[config.mk]
export PLATFORM = sky130hd
export DESIGN_NAME = pc_sequencer
export DESIGN_NICKNAME = d
export VERILOG_FILES = /design/src/rtl/pc_sequencer_pkg.sv /design/src/rtl/pc_sequencer_target.sv /design/src/rtl/pc_sequencer.sv
export SDC_FILE = /design/constraint.sdc
export NUM_CORES = 1
export LEC_CHECK = 0
export CORE_ASPECT_RATIO = 0.8
export CORE_MARGIN = 2
export CORE_UTILIZATION = 30
export DETAILED_ROUTE_END_ITERATION = 8
export HOLD_SLACK_MARGIN = 0.06
export MAX_ROUTING_LAYER = met4
export PLACE_DENSITY = 0.58
export RECOVER_POWER = 100
export SETUP_SLACK_MARGIN = 0.1
export SLEW_MARGIN = 20
export SYNTH_ARGS = -nofsm -noshare
export SYNTH_HDL_FRONTEND = slang
export SYNTH_HIERARCHICAL = 1
export SYNTH_SLANG_ARGS = --single-unit
[constraint.sdc]
create_clock -name clk -period 9.3 [get_ports clk]
set_clock_uncertainty 0.15 [all_clocks]
set_input_delay 0.93 -clock clk [delete_from_list [all_inputs] [get_ports clk]]
set_output_delay 0.93 -clock clk [all_outputs]
set_load 0.005 [all_outputs]
[src/rtl/pc_sequencer_pkg.sv]
// Shared types and constants for the program-counter sequencer.
package pc_seq_pkg;

  typedef enum logic [1:0] {
    BOOT  = 2'd0,
    RUN   = 2'd1,
    REDIR = 2'd2,
    FAULT = 2'd3
  } state_t;

  typedef enum logic [1:0] {
    SEL_SEQ   = 2'd0,
    SEL_PCREL = 2'd1,
    SEL_JALR  = 2'd2
  } sel_t;

  localparam logic [31:0] RESET_VECTOR = 32'h0000_0000;

endpackage

[src/rtl/pc_sequencer_target.sv]
// PC-relative target adder shared by branches and jal.
module pc_sequencer_target (
  input  logic [31:0] i_pc,
  input  logic [31:0] i_imm,
  output logic [31:0] o_target
);

  assign o_target = i_pc + i_imm;

endmodule

[src/rtl/pc_sequencer.sv]
// Owns the fetch PC: sequential advance, branch/jal/jalr redirect with a
// one-cycle flush bubble, and a sticky fault on misaligned targets.
module pc_sequencer
  import pc_seq_pkg::*;
#(
  parameter logic [31:0] RESET_VECTOR_P = RESET_VECTOR
) (
  input  logic        clk,
  input  logic        rst,
  input  logic        stall,
  input  logic        fetch_ready,
  input  logic        branch_taken,
  input  logic        jump,
  input  logic        jalr,
  input  logic [31:0] imm_ext,
  input  logic [31:0] rs1_data,
  output logic [31:0] pc,
  output logic [31:0] pc_plus4,
  output logic [31:0] pc_target,
  output logic        fetch_valid,
  output logic        flush,
  output logic        fault
);

  state_t      r_state;
  state_t      w_state_next;
  logic [31:0] r_pc;
  logic [31:0] w_pc_next;
  sel_t        w_sel;
  logic [31:0] w_jalr_target;
  logic [31:0] w_xfer_target;
  logic        w_misaligned;
  logic        w_advance;

  pc_sequencer_target u_target (
    .i_pc     (r_pc),
    .i_imm    (imm_ext),
    .o_target (pc_target)
  );

  assign pc            = r_pc;
  assign pc_plus4      = r_pc + 32'd4;
  assign w_jalr_target = (rs1_data + imm_ext) & ~32'h1;

  // Moore outputs decoded from the registered state only.
  assign fetch_valid = (r_state == RUN);
  assign flush       = (r_state == REDIR);
  assign fault       = (r_state == FAULT);
  assign w_advance   = fetch_valid & fetch_ready & ~stall;

  always_ff @(posedge clk or posedge rst) begin
    if (rst) begin
      r_state <= BOOT;
      r_pc    <= RESET_VECTOR_P;
    end else begin
      r_state <= w_state_next;
      r_pc    <= w_pc_next;
    end
  end

  always_comb begin
    w_sel         = SEL_SEQ;
    w_state_next  = r_state;
    w_pc_next     = r_pc;
    if (jalr) begin
      w_sel = SEL_JALR;
    end else if (jump || branch_taken) begin
      w_sel = SEL_PCREL;
    end
    w_xfer_target = (w_sel == SEL_JALR) ? w_jalr_target : pc_target;
    // jalr already has bit 0 cleared, so only bit 1 can trip it there.
    w_misaligned  = (w_xfer_target[1:0] != 2'b00);

    case (r_state)
      BOOT: begin
        w_state_next = RUN;
        w_pc_next    = RESET_VECTOR_P;
      end
      RUN: begin
        if (w_advance) begin
          if (w_sel == SEL_SEQ) begin
            w_pc_next = pc_plus4;
          end else if (w_misaligned) begin
            w_state_next = FAULT;
          end else begin
            w_pc_next    = w_xfer_target;
            w_state_next = REDIR;
          end
        end
      end
      REDIR:   w_state_next = RUN;
      FAULT:   w_state_next = FAULT;
      default: w_state_next = BOOT;
    endcase
  end

endmodule

==> results.sh <==
export IMPL_numClockSinks=34
export IMPL_synth_area_mm2=0.00578
export IMPL_slowest_stage="clkbuf_1"
export IMPL_p_int_mw=0.909
export IMPL_wl_per_cell_um=19.7
export IMPL_slew_headroom=-0.531
export IMPL_cts_buffers=5
export IMPL_drtIter0Drc=488
export IMPL_path_cells="dlygate4sd3_1, clkbuf_1, nor2_4, o21ai_0, a21o_1, clkbuf_1, or3_1, a21oi_1, a21oi_1, o21ai_0"
export IMPL_tightest_slew_ns=2.30
export IMPL_ys_types=82
export IMPL_clk_path_buf_depth=2
export IMPL_powerDensity_mw_per_mm2=217
export IMPL_period_needed_ns=6.21
export IMPL_crit_fanout=40
export IMPL_grt_total_usage=0.225
export IMPL_synthAdderAreaFrac=0.141
export IMPL_antenna_found_initial=1
export IMPL_htree_levels=2
export IMPL_synth_most_common_cell="nand2_1"
export IMPL_gp_congestion=0.908
export IMPL_synthSimpleGateAreaFrac=0.217
export IMPL_syn_num_nets=895
export IMPL_outcome="finished with violations"
export IMPL_synth_edff_count=0
export IMPL_fillers=2019
export IMPL_hold_class="register to register"
export IMPL_setup_viol=0
export IMPL_rsz0062_at_grt="false"
export IMPL_grt_pass1_wl_um=35200
export IMPL_p_switching_mw=0.775
export IMPL_wirelength_um=22900
export IMPL_die_w_um=159
export IMPL_cts_root_buffer="clkbuf_16"
export IMPL_comb_power_share=0.719
export IMPL_clkLatencyLatePin_ns=0.28
export IMPL_seqPwrFrac=0.176
export IMPL_num_vias=6369
export IMPL_drv_slew=110
export IMPL_synthArstFlopShare=1.00
export IMPL_critPathArrivalTime_ns=6.19
export IMPL_drt_first_pass_iters=5
export IMPL_cp_end_kind="register"
export IMPL_synth_compound_area_share=0.303
export IMPL_drc=0
export IMPL_synthTopCellsByArea="dfrtp_1 15%, ha_1 13%, xnor2_1 8.5%, a21oi_1 6.3%, nand2_1 5.3%"
export IMPL_cp_depth=10
export IMPL_setup_worst_path_class="primary input to register"
export IMPL_die_area_mm2=0.0204
export IMPL_fin_area_mm2=0.00776
export IMPL_required_ns=9.29
export IMPL_place_area_mm2=0.00767
export IMPL_fp_row_count=45
export IMPL_ir_drop_mv=0.0850
export IMPL_ys_top_cells_by_count="82 x nand2_1, 73 x a21oi_1, 62 x ha_1"
export IMPL_yosys_warnings=6
export IMPL_synth_top_area_frac=0.147
export IMPL_synth_xor_area_frac=0.130
export IMPL_synth_top_flop_cell="dfrtp_1"
export IMPL_ctsHoldBuffers=0
export IMPL_maxCapViolations=3
export IMPL_antenna_left=0
export IMPL_p_leak_nw=3.35
export IMPL_diodes=0
export IMPL_r2r_cells=10
export IMPL_nNetsFinal=1040
export IMPL_finalHoldViolCount=0
export IMPL_ioPinCount=170
export IMPL_swShare=0.460
export IMPL_grt_start_max_net_pins=41
export IMPL_grt_overflow=0
export IMPL_max_stage_delay_ns=1.63
export IMPL_initial_core_util=0.306
export IMPL_drive_gt1_frac=0.0331
export IMPL_path_clk_slew_ns=0.06
export IMPL_die_y_um=128
export IMPL_crit_buf_inv=3
export IMPL_min_path_cells=1
export IMPL_yosys_mux_area_fraction=0.0208
export IMPL_crit_family="buffers and inverters"
export IMPL_synth_top_family_by_area="compound AO/OA/AOI/OAI gates"
export IMPL_hold_ws_ns=0.396
export IMPL_failed_checks="max-capacitance violations, max-slew violations"
export IMPL_area_growth_pct=34.2
export IMPL_fp_coreArea_mm2=0.0189
export IMPL_cts_setup_buffers=0
export IMPL_critPathLaunchType="primary input"
export IMPL_finalCritPeriodShare=0.667
export IMPL_dp_hpwl_um=18500
export IMPL_placed_cells=1156
export IMPL_viasPerCell=5.47
export IMPL_port_buffers=169
export IMPL_syn_avg_cell_area_um2=7.61
export IMPL_cts_resized=0
export IMPL_tns_ns=0
export IMPL_synth_largest_area_cell="dfrtp_1"
export IMPL_tritoncts="yes"
export IMPL_synth_seq_area_share=0.147
export IMPL_grt_pass1_vias=5978
export IMPL_p_clk_frac=0.104
export IMPL_synth_cells=760
export IMPL_timing_fmax_mhz=161
export IMPL_synth_seq_cells=34
export IMPL_final_cells=1164
==> final timing paths <==
path                          end  slack [ns]   from
setup / recovery           pc[13]        3.09   jalr
hold / removal              pc[0]        0.40  pc[0]
setup reg to reg           pc[13]        4.99  pc[0]
hold reg to reg             pc[0]        0.40  pc[0]
max in group asynchronous  pc[17]        6.05    rst
min in group asynchronous  pc[29]        1.73    rst
==> power groups by stage <==
stage | combinational (mW) | sequential [mW] | clock (mW)
finish | 1.21 | 0.297 | 0.175
global route | 1.32 | 0.308 | 0.188
detailed placement | 1.28 | 0.299 | 0
floorplan | 0.677 | 0.268 | 0
global placement | 1.28 | 0.300 | 0
CTS | 1.29 | 0.297 | 0.182
==> state kept, by name (all words and copies together) (netlist names) <==
name / cells
pc: 32
r_state: 2
==> area by class of cell <==
class,count,area (um2),area share
inverter,20,75.1,0.00968
sequential,34,851,0.110
timing repair buffer,173,1710,0.220
multi-input combinational,671,4650,0.600
tap,258,323,0.0416
clock buffer,7,143,0.0184
clock inverter,1,5.00,0.000645
==> worst reg2reg max path: cells and delay by family, from the launching register on <==
family / cells / cell delay (ns)
buffers and inverters: 1 / 1.27
AO/OA/AOI/OAI: 6 / 0.96
adder cells (fa/ha/maj): 2 / 0.74
flip-flops: 1 / 0.40
AND/OR/NAND/NOR: 1 / 0.66
==> cell usage in the layout, fill, tap and decap left out, types with 9 or more instances in the layout <==
| cell type | n |
|---|---|
| dlygate4sd3_1 | 94 |
| nand2_1 | 82 |
| clkdlybuf4s50_1 | 75 |
| a21oi_1 | 74 |
| ha_1 | 62 |
| nor2_1 | 58 |
| xnor2_1 | 56 |
| o21ai_0 | 53 |
| dfrtp_1 | 34 |
| xor2_1 | 30 |
| nand3_1 | 25 |
| a21o_1 | 21 |
| inv_1 | 20 |
| and3_1 | 15 |
| nor3_1 | 13 |
| nand4_1 | 12 |
| mux2i_1 | 12 |
| nor2b_1 | 11 |
| a31oi_1 | 9 |
| o21bai_1 | 9 |
==> per-layer routing <==
metal	wire length (um)	GRT usage	vias up
li1	-	-	3102
met1	11900	0.344	3005
met2	9190	0.315	252
met3	1750	0.0421	10
met4	95	0.0139	0
met5	0	-	-
==> per-stage QoR <==
step                setup slack (ns)   util  power [mW]
finish                          3.09  0.410        1.68
global route                    2.78  0.410        1.82
CTS                             3.86  0.413        1.77
detailed placement              3.90  0.405        1.58
global placement                3.95  0.405        1.58
floorplan                       5.21      -       0.946
==> cells by family after synthesis <==
logic type | Yosys count
multiplexers | 12
AND/OR/NAND/NOR | 254
AO/OA/AOI/OAI | 255
XOR/XNOR | 86
flip-flops | 34
adder cells (fa/ha/maj) | 64
buffers and inverters | 55
No activity file was read; power rests on OpenSTA's default activity.
